`src/rtl/fetch_sequencer_if.sv`:
```
// Signal bundle between the fetch sequencer and its neighbours (hazard unit,
// ID stage, instruction memory). The slave modport is the sequencer's view.
interface fetch_sequencer_if;
  // redirect_valid has no ready. stall is the only back-pressure: a redirect
  // offered on a stalled edge is parked as a pending target, and the newest
  // redirect replaces an older one. It is then consumed on the next unstalled edge.
  logic        stall;
  logic        redirect_valid;
  logic [31:0] redirect_target;
  logic [31:0] instr_in;
  logic [31:0] pc_out;
  logic [31:0] if_id_instr;
  logic [31:0] if_id_pc;
  logic        if_id_valid;
  logic        align_err;
  logic [15:0] stall_cnt;
  logic [1:0]  dbg_state;
  logic        dbg_pend_valid;

  modport master (
    output stall, redirect_valid, redirect_target, instr_in,
    input  pc_out, if_id_instr, if_id_pc, if_id_valid, align_err, stall_cnt,
    input  dbg_state, dbg_pend_valid
  );

  modport slave (
    input  stall, redirect_valid, redirect_target, instr_in,
    output pc_out, if_id_instr, if_id_pc, if_id_valid, align_err, stall_cnt,
    output dbg_state, dbg_pend_valid
  );
endinterface

```
`src/rtl/fetch_sequencer.sv`:
```
// IF-stage PC sequencer with an IF/ID pipeline register. It keeps the delay slot
// on a redirect, parks a redirect that arrives during a stall, and counts stall cycles.
module fetch_sequencer #(
  parameter logic [31:0] RESET_PC = 32'h0000_3000
) (
  input logic              clk,
  input logic              reset,
  fetch_sequencer_if.slave bus
);

  typedef enum logic [1:0] {
    BOOT = 2'd0,
    RUN  = 2'd1,
    HOLD = 2'd2
  } state_t;

  state_t      r_state;
  logic [31:0] r_pc;
  logic [31:0] r_if_id_instr;
  logic [31:0] r_if_id_pc;
  logic        r_if_id_valid;
  logic [31:0] r_pend_target;
  logic        r_pend_valid;
  logic        r_align_err;
  logic [15:0] r_stall_cnt;

  logic        w_take_target;
  logic [31:0] w_target;
  logic        w_misaligned;
  logic [31:0] w_next_pc;

  // A live redirect wins over a parked one. Any chosen target is word-aligned.
  always_comb begin
    w_take_target = bus.redirect_valid | r_pend_valid;
    w_target      = bus.redirect_valid ? bus.redirect_target : r_pend_target;
    w_misaligned  = w_take_target && (w_target[1:0] != 2'b00);
    w_next_pc     = w_take_target ? {w_target[31:2], 2'b00} : (r_pc + 32'd4);
  end

  always_ff @(posedge clk) begin
    if (reset) begin
      r_state       <= BOOT;
      r_pc          <= RESET_PC;
      r_if_id_instr <= 32'd0;
      r_if_id_pc    <= 32'd0;
      r_if_id_valid <= 1'b0;
      r_pend_target <= 32'd0;
      r_pend_valid  <= 1'b0;
      r_align_err   <= 1'b0;
      r_stall_cnt   <= 16'd0;
    end else begin
      case (r_state)
        BOOT:    r_state <= bus.stall ? HOLD : RUN;
        RUN:     r_state <= bus.stall ? HOLD : RUN;
        HOLD:    r_state <= bus.stall ? HOLD : RUN;
        default: r_state <= BOOT;
      endcase

      if (bus.stall) begin
        if (r_stall_cnt != 16'hFFFF) r_stall_cnt <= r_stall_cnt + 16'd1;
        if (bus.redirect_valid) begin
          r_pend_target <= bus.redirect_target;
          r_pend_valid  <= 1'b1;
        end
      end else begin
        // The instruction at pc_out is always latched, even when redirecting.
        // That instruction is the delay slot.
        r_pc          <= w_next_pc;
        r_if_id_instr <= bus.instr_in;
        r_if_id_pc    <= r_pc;
        r_if_id_valid <= 1'b1;
        r_pend_valid  <= 1'b0;
        if (w_misaligned) r_align_err <= 1'b1;
      end
    end
  end

  assign bus.pc_out         = r_pc;
  assign bus.if_id_instr    = r_if_id_instr;
  assign bus.if_id_pc       = r_if_id_pc;
  assign bus.if_id_valid    = r_if_id_valid;
  assign bus.align_err      = r_align_err;
  assign bus.stall_cnt      = r_stall_cnt;
  assign bus.dbg_state      = r_state;
  assign bus.dbg_pend_valid = r_pend_valid;

endmodule

```
`src/flat_wrapper.sv`:
```
// flat-port wrapper written by rule: the top's interface ports become plain ports
module fetch_sequencer_flat 
#(
  parameter logic [31:0] RESET_PC = 32'h0000_3000
)
  (clk, reset, bus_stall, bus_redirect_valid, bus_redirect_target, bus_instr_in, bus_pc_out, bus_if_id_instr, bus_if_id_pc, bus_if_id_valid, bus_align_err, bus_stall_cnt, bus_dbg_state, bus_dbg_pend_valid);
  fetch_sequencer_if bus_i ();
  input logic clk;
  input logic reset;
  input wire logic [$bits(bus_i.stall)-1:0] bus_stall;
  input wire logic [$bits(bus_i.redirect_valid)-1:0] bus_redirect_valid;
  input wire logic [$bits(bus_i.redirect_target)-1:0] bus_redirect_target;
  input wire logic [$bits(bus_i.instr_in)-1:0] bus_instr_in;
  output wire logic [$bits(bus_i.pc_out)-1:0] bus_pc_out;
  output wire logic [$bits(bus_i.if_id_instr)-1:0] bus_if_id_instr;
  output wire logic [$bits(bus_i.if_id_pc)-1:0] bus_if_id_pc;
  output wire logic [$bits(bus_i.if_id_valid)-1:0] bus_if_id_valid;
  output wire logic [$bits(bus_i.align_err)-1:0] bus_align_err;
  output wire logic [$bits(bus_i.stall_cnt)-1:0] bus_stall_cnt;
  output wire logic [$bits(bus_i.dbg_state)-1:0] bus_dbg_state;
  output wire logic [$bits(bus_i.dbg_pend_valid)-1:0] bus_dbg_pend_valid;
  assign bus_i.stall = bus_stall;
  assign bus_i.redirect_valid = bus_redirect_valid;
  assign bus_i.redirect_target = bus_redirect_target;
  assign bus_i.instr_in = bus_instr_in;
  assign bus_pc_out = bus_i.pc_out;
  assign bus_if_id_instr = bus_i.if_id_instr;
  assign bus_if_id_pc = bus_i.if_id_pc;
  assign bus_if_id_valid = bus_i.if_id_valid;
  assign bus_align_err = bus_i.align_err;
  assign bus_stall_cnt = bus_i.stall_cnt;
  assign bus_dbg_state = bus_i.dbg_state;
  assign bus_dbg_pend_valid = bus_i.dbg_pend_valid;
  fetch_sequencer #(.RESET_PC(RESET_PC)) u_core (.clk(clk), .reset(reset), .bus(bus_i));
endmodule
```
`config.mk`:
```
export PLATFORM = sky130hd
export DESIGN_NAME = fetch_sequencer_flat
export DESIGN_NICKNAME = d
export VERILOG_FILES = /design/src/rtl/fetch_sequencer_if.sv /design/src/rtl/fetch_sequencer.sv /design/src/flat_wrapper.sv
export SDC_FILE = /design/constraint.sdc
export NUM_CORES = 1
export LEC_CHECK = 0
export ABC_AREA = 1
export BUFFER_PORTS_ARGS = -buffer_cell sky130_fd_sc_hd__buf_2
export CELL_PAD_IN_SITES_DETAIL_PLACEMENT = 1
export CELL_PAD_IN_SITES_GLOBAL_PLACEMENT = 1
export CORE_UTILIZATION = 36
export DETAILED_ROUTE_END_ITERATION = 8
export PLACE_DENSITY = 0.83
export SETUP_SLACK_MARGIN = 0.02
export SLEW_MARGIN = 5
export SYNTH_ARGS = -nofsm -noshare
export SYNTH_HDL_FRONTEND = slang
export SYNTH_SLANG_ARGS = --single-unit
export TNS_END_PERCENT = 30
```
`constraint.sdc`:
```
create_clock -name clk -period 2.1 [get_ports clk]
set_input_delay 0.42 -clock clk [delete_from_list [all_inputs] [get_ports clk]]
set_output_delay 0.42 -clock clk [all_outputs]
set_load 0.03 [all_outputs]
```
==> results of run 1 <==
cells by family after synthesis:
logic type / Yosys count / share of synthesized area
xor+xnor: 20 / 0.02663
fa+ha+maj: 2 / 0.003803
buf+inv: 146 / 0.09129
compound gates: 161 / 0.1415
other cells: 1 / 0.0005700
simple gates: 467 / 0.2950
flops: 145 / 0.4412
metal layers:
| metal | track usage | wire [um] |
|---|---|---|
| met4 | 0.06960 | 252 |
| met5 | 0 | 0 |
| met1 | 0.2908 | 9575 |
| met3 | 0.04930 | 1352 |
| met2 | 0.4175 | 11080 |
layout by cell type (no fill, tap or decap), types with 4 or more instances in the layout:
cell / n
sky130_fd_sc_hd__a21oi_1: 30
sky130_fd_sc_hd__buf_4: 22
sky130_fd_sc_hd__buf_2: 179
sky130_fd_sc_hd__clkbuf_16: 17
sky130_fd_sc_hd__nor2_2: 5
sky130_fd_sc_hd__inv_1: 89
sky130_fd_sc_hd__conb_1: 4
sky130_fd_sc_hd__nand2_1: 283
sky130_fd_sc_hd__nand4_1: 7
sky130_fd_sc_hd__a31oi_1: 8
sky130_fd_sc_hd__nor2_1: 64
sky130_fd_sc_hd__xor2_1: 13
sky130_fd_sc_hd__o211ai_1: 6
sky130_fd_sc_hd__dfxtp_1: 145
sky130_fd_sc_hd__nand3_1: 99
sky130_fd_sc_hd__clkinvlp_4: 4
sky130_fd_sc_hd__xnor2_1: 7
sky130_fd_sc_hd__o22ai_1: 24
sky130_fd_sc_hd__o21ai_0: 75
sky130_fd_sc_hd__a221oi_1: 12
sky130_fd_sc_hd__inv_2: 4
final timing paths:
check             depth (start not counted)  slack [ns]                          to                    start
hold reg to reg                           1        0.46     u_core.bus.dbg_state[1]  u_core.bus.dbg_state[1]
setup / recovery                         10        0.29       u_core.bus.pc_out[26]     u_core.bus.pc_out[3]
hold / removal                            3        0.18  u_core.bus.if_id_instr[19]         bus_instr_in[19]
setup reg to reg                         10        0.29       u_core.bus.pc_out[26]     u_core.bus.pc_out[3]
layout make-up:
class                      instances  area, sq um  share of cell area
multi-input combinational        654         3094              0.3704
sequential                       145         2903              0.3475
timing repair buffer             204         1121              0.1342
clock buffer                      18        439.2             0.05257
inverter                          93        349.1             0.04179
tap                              229        286.5             0.03430
clock inverter                    13        161.4             0.01932
report_power, final:
| group | internal (W) | switching [W] | leakage (nW) | total [W] |
|---|---|---|---|---|
| Clock | 0.00189 | 0.00125 | 0.285 | 0.00314 |
| Combinational | 0.000310 | 0.000709 | 2.48 | 0.00102 |
| Sequential | 0.00291 | 0.000126 | 1.19 | 0.00304 |
| Total | 0.00512 | 0.00208 | 3.96 | 0.00720 |
worst max-delay path, cell delays in order, from the launching register on:
cell,delay [ns]
sky130_fd_sc_hd__dfxtp_1,0.47
sky130_fd_sc_hd__ha_1,0.25
sky130_fd_sc_hd__nand3_1,0.17
sky130_fd_sc_hd__inv_1,0.17
sky130_fd_sc_hd__nand2_1,0.13
sky130_fd_sc_hd__inv_1,0.18
sky130_fd_sc_hd__nand2_1,0.07
sky130_fd_sc_hd__nand2_1,0.06
sky130_fd_sc_hd__nand3_1,0.08
sky130_fd_sc_hd__nand2_1,0.10
sky130_fd_sc_hd__inv_1,0.04
metrics by stage:
step / utilization / cell area [sq um] / setup slack (ns) / std cells / hold slack (ns)
after floorplan: - / 6590 / 0.3686 / 945 / 0.4286
after global placement: 0.4316 / 7754 / 0.3340 / 1325 / 0.4385
after detailed placement: 0.4316 / 7754 / 0.3022 / 1325 / 0.4537
after CTS: 0.4651 / 8354 / 0.2496 / 1356 / 0.1663
after global routing: 0.4651 / 8354 / 0.06916 / 1356 / 0.1654
final: 0.4651 / 8354 / 0.2864 / 1356 / 0.1771
flip-flops by register name, indices dropped and copies added (netlist names):
name / cells
u_core.bus.dbg_pend_valid: 1
u_core.bus.stall_cnt: 16
u_core.bus.align_err: 1
u_core.r_pend_target: 32
u_core.bus.if_id_pc: 30
u_core.bus.if_id_valid: 1
u_core.bus.if_id_instr: 32
u_core.bus.dbg_state: 2
u_core.bus.pc_out: 30
==> impl_summary.md, run 1 <==
Synth
The dominant register cell in the synthesized netlist is sky130_fd_sc_hd__dfxtp_1. The synthesized design contains 0 enable-type register cells. The most common cell in the netlist is sky130_fd_sc_hd__nand2_1. The share of synthesized area in the top cell type comes to 0.4412. After synthesis, the share of flip-flops with an asynchronous set or reset is 0. The post-synthesis register bit count is 145. The synthesized area per cell is 6.984 sq um.

The sequential-to-total area share from yosys stat is 0.4412. Yosys attributes the largest share of cell area to sky130_fd_sc_hd__dfxtp_1, sky130_fd_sc_hd__nand2_1, sky130_fd_sc_hd__nand3_1, sky130_fd_sc_hd__o21ai_0, sky130_fd_sc_hd__inv_1. Synthesis handed over a netlist of 942 instances. The netlist uses 35 different library cells. The commonest cells after synthesis are sky130_fd_sc_hd__nand2_1, sky130_fd_sc_hd__dfxtp_1, sky130_fd_sc_hd__nand3_1, sky130_fd_sc_hd__inv_1, sky130_fd_sc_hd__o21ai_0. The library cell occupying the most area in the post-synthesis netlist is sky130_fd_sc_hd__dfxtp_1. The cell area after synthesis is 6579 sq um.

Yosys printed 0 warnings.

Cells and area
Compared with the post-synthesis result, the final layout area differs by 26.99%. The fraction of layout instances using a drive strength above 1 is 0.2236. The antenna cell count is 0. The number of fill cells is 2358. In the final design database the tool counted 1185 nets.

Global routing
The largest net degree at the start of global routing is 48. The first-pass GRT wire length is 34.23 mm. The global-route usage over all layers is 0.2377. The initial antenna violation count is 0. The overflow left after global routing is 0. The number of global-route vias before repair is 6673.

STA
Setup repair after global routing left no endpoint under its margin. The count of endpoints failing setup in the final report is 0. The worst clock skew is 0.01405 ns. The relative slew slack is 0.5387. The worst-margin pin slew is 0.6912 ns.

The final hold violation count was 0. Counting I/O delays and the setup requirement, the final critical path takes 1.814 ns. The top achievable clock speed is 551.4 MHz.

In the finished design, the share of the clock period the worst path needs comes to 0.8636. In the final timing run, aggregate negative setup slack is 0 ns. The count of pins over their slew limit is 0.

Detailed routing
The routed wire length is 22.26 mm. In the routed layout, each cell is associated on average with a via count of 5.078. The first TritonRoute pass finished after 7 iterations. Across all layers, the routed design uses 6886 vias. In the final routed layout, each cell accounts on average for 16.42 um. In the routed design, unresolved DRC markers number 2. The count of nets left with antenna violations once routing finished came out at 0. The detailed router finished its first iteration with 260 violations.

Clock network
The root buffer cell is sky130_fd_sc_hd__clkbuf_16. In this run, CTS created clock tree buffers numbering 17. The clock-pin slew on the worst setup and hold paths is 0.06 ns. The number of hold-repair buffers added at the cts stage is 0. Buffers added to address setup during post-CTS repair amount to 0.

The maximum count of clock buffers along a single path is 2. TritonCTS built the clock tree. The TritonCTS sink count is 145. The total number of H-tree levels is 4. The number of gates resized after CTS was 0. At the later pin of the worst-skew pair, clock insertion delay measures 0.43 ns.

Floorplanning
The die outline width is 137.2 um. For this configuration, the core starts out at a cell density of 0.3662. The placeable core region is 17960 sq um. For this design the top-level I/O count stands at 185. The die area is 18820 sq um. The die is 137.2 um tall. The floorplan has 49 rows.

Power and ir drop
The power consumption is 0.007198 W. VDD sags by at most 0.0006333 V. The static leakage is 3.959 nW. For this design the ratio of total power to cell area is 861.6 nW/um^2.

Job
Across the run, the number of max-cap violations was 0.

Critical path
The largest fanout on the critical path is 6. At the worst endpoint, the arrival time is 2.14 ns. The sort of element at the start of the critical path is a flop. STA classifies the critical path endpoint as a flop. By startpoint and endpoint, the worst setup path is classified as flop to flop. The required time of the critical path is 2.43 ns.

Status
The run finished, with violations left. The final reports fail on design-rule violations.

Place
The final weighted congestion of routability-driven global placement is 0.8996. Input and output buffers added on the ports amount to 180. Summed over all nets, the half-perimeter wirelength after detailed placement is 16.20 mm.

Min path
The class of the most critical hold timing path is input pin to flop.
(Power assumes the default switching activity.)
==> inputs of run 2 (changes only) <==
clock period = 2.05 ns   (was 2.1 ns; I/O delays follow)
==> impl_summary.md, run 2 (synthesis results as in run 1) <==
Cells and area
In the final layout, the share of cells above drive strength 1 is 0.2229. The antenna cell count is 0. From synthesis to final layout, the design area changed by 27.03%.

The number of nets in the finished design is 1184. The total non-filler cell area in the finished layout is 8357 sq um. The fraction of the core area covered by cells at the end of the flow is 0.4652.

Leaving out fill and tap cells, the most frequent cells in the layout are sky130_fd_sc_hd__nand2_1, sky130_fd_sc_hd__buf_2, sky130_fd_sc_hd__dfxtp_1, sky130_fd_sc_hd__nand3_1, sky130_fd_sc_hd__inv_1. Leaving out fill and tap cells, the most frequent cell in the layout is sky130_fd_sc_hd__nand2_1.

Detailed routing
The detailed-route vias per instance is 5.123. The routed via count is 6942. The count of TritonRoute iterations in the first routing pass is 4.

The final layout contains routed wiring with a total length of 22.28 mm. The initial detailed-routing violation count is 248. In the routed design, unresolved DRC markers number 0. The average routed wire per standard cell is 16.45 um. In this run the remaining antenna-violating nets after routing total 0.

Clock network
TritonCTS built the clock tree. The quantity of gates resized following cts is 0. The longest clock path from root to sink contains 2 buffers.

The total setup buffers inserted after CTS is 0. The cell sitting at the root of the clock tree is a sky130_fd_sc_hd__clkbuf_16. The total number of H-tree levels is 4.

The clock-pin slew on the worst setup and hold paths is 0.06 ns. The number of clock buffers inserted by TritonCTS is 17. For the worst-skew pair, the clock arrives at the later sink with an insertion delay of 0.42 ns. For this design, the sink count on the clock tree is 145. In this run, post-CTS hold repair placed 0 buffers.

Global routing
The first-pass GRT wire length is 34.98 mm. The largest net degree at the start of global routing is 90. The initial antenna violation count was 0.

Global routing finished with a remaining overflow of 0. The number of global-route vias before repair is 6824. For this run, the total global-route usage over all layers was measured as 0.2408.

Critical path
At the worst endpoint, the required time is 2.37 ns. The worst setup path is launched from a flop. The setup check on the worst reg-to-reg path leaves a slack of 0.16 ns. The worst setup path is captured at a flop. The worst register-to-register path begins at u_core.bus.stall_cnt[0]. In this run the critical register-to-register path is captured at u_core.bus.stall_cnt[0]. Of all nets on the critical path, the largest fanout is 17.

The arrival time at the worst endpoint is 2.20 ns. The number of cells on the worst reg-to-reg path is 9. The critical path in this run is classified as flop to flop.

STA
The final hold violation count is 0. Setup violations remaining at the end of the flow were counted as 0. The routed design could run at a clock period as short as 1.887 ns.

The worst-margin pin slew is 0.7036 ns. Between clock sinks in the finished design, the worst skew comes to 0.007001 ns. The post-route clock period utilization is 0.9205. Setup repair after global routing left no endpoint under its margin.

The worst pin sits at a relative slew slack of 0.5305. The count of pins over their slew limit is 0. The sum of negative setup slack is 0 ns.

The top achievable clock speed is 529.9 MHz.

Status
The flow ran to the end, and the final reports show no timing, DRC or antenna violations.

Floorplanning
After floorplanning, the core was sized to cover 17960 sq um. The die is 137.2 um wide. The number of placement rows is 49. 185 I/O pins were placed. The floorplan step defined a die boundary enclosing 18820 sq um. The initial utilization of the core area, before any placement, comes to 0.3662. Measured along the y axis, the die boundary spans 137.2 um.

Place
The half-perimeter wire length after detailed placement is 16.05 mm. In this run the cell area measured after placement is 7759 sq um. At the end of routability-driven placement, the weighted congestion stood at 0.8617. The number of buffers inserted by port buffering is 180.

Job
Max-cap violations in this run came to 0.

Power and ir drop
VDD sags by at most 0.0006084 V. In this run the static leakage power is 3.969 nW. The internal power of the cells totals 0.005244 W.

Summed over all nets, the switching power comes to 0.002068 W. The relative contribution of combinational cells to total power is 0.143. The share of total power dissipated in sequential elements is 0.425.

In this run the power density over the cells is 875.0 nW/um^2. The switching part of the total is 0.2828. The share of power burned in the clock network is 0.432.

Min path
The hold path startpoint is bus_instr_in[25]. The number of stages on the worst hold path is 3. The class of the most critical hold timing path is input pin to flop. The hold path endpoint is u_core.bus.if_id_instr[25].
run 2: layout make-up:
cell class	instances	area [sq um]
inverters	93	349.1
clock inverters	9	103.9
well taps	229	286.5
clock buffers	22	494.2
fillers	2352	9607
flip-flops and latches	145	2903
multi-input cells	654	3094
repair buffers	203	1126
run 2: metrics by stage:
step                cells  hold WS (ns)  setup WS (ns)  power (W)
CTS                  1355        0.1683         0.1621   0.007360
detailed placement   1324        0.4479         0.1865   0.004211
global placement     1324        0.4383         0.2917   0.004183
global route         1355        0.1743        0.02890   0.007601
floorplan             945        0.4286         0.3186   0.003818
finish               1355        0.1748         0.1629   0.007312
run 2: worst max path at each step:
stage | cells after the start | start | slack, ns | to
2_1_floorplan | 9 | u_core.bus.stall_cnt[0] | 0.32 | u_core.bus.stall_cnt[1]
3_3_place_gp | 9 | u_core.bus.stall_cnt[0] | 0.29 | u_core.bus.stall_cnt[0]
3_5_place_dp | 9 | u_core.bus.stall_cnt[0] | 0.19 | u_core.bus.stall_cnt[0]
4_1_cts | 9 | u_core.bus.stall_cnt[0] | 0.16 | u_core.bus.stall_cnt[0]
5_1_grt | 9 | u_core.bus.stall_cnt[0] | 0.03 | u_core.bus.stall_cnt[0]
6_report | 9 | u_core.bus.stall_cnt[0] | 0.16 | u_core.bus.stall_cnt[0]
run 2: power groups by stage:
stage / Clock (W) / Sequential [W] / Combinational (W)
after detailed placement: 0 / 0.00317 / 0.00104
after global placement: 0 / 0.00316 / 0.00102
after global routing: 0.00333 / 0.00313 / 0.00114
final: 0.00316 / 0.00311 / 0.00104
after CTS: 0.00320 / 0.00311 / 0.00105
after floorplan: 0 / 0.00339 / 0.000428
run 2: critical path, stage by stage (launching register included):
cell and delay (ns):
sky130_fd_sc_hd__dfxtp_1 0.36, sky130_fd_sc_hd__ha_1 0.25, sky130_fd_sc_hd__nand2_2 0.11, sky130_fd_sc_hd__nor2_4 0.06
sky130_fd_sc_hd__nand2_4 0.09, sky130_fd_sc_hd__nor2_1 0.06, sky130_fd_sc_hd__nor2_2 0.55, sky130_fd_sc_hd__nand2_1 0.15
sky130_fd_sc_hd__nand2_1 0.12, sky130_fd_sc_hd__nor2_1 0.04
run 2: layer usage:
metal | part of all wire | wire (um) | global-route usage | vias to the layer above
met5 | 0 | 0 | 0 | -
met4 | 0.022 | 497 | 0.09341 | 0
met3 | 0.061 | 1355 | 0.04857 | 34
met2 | 0.49 | 10860 | 0.4119 | 187
met1 | 0.43 | 9569 | 0.2959 | 3323
li1 | - | - | - | 3398
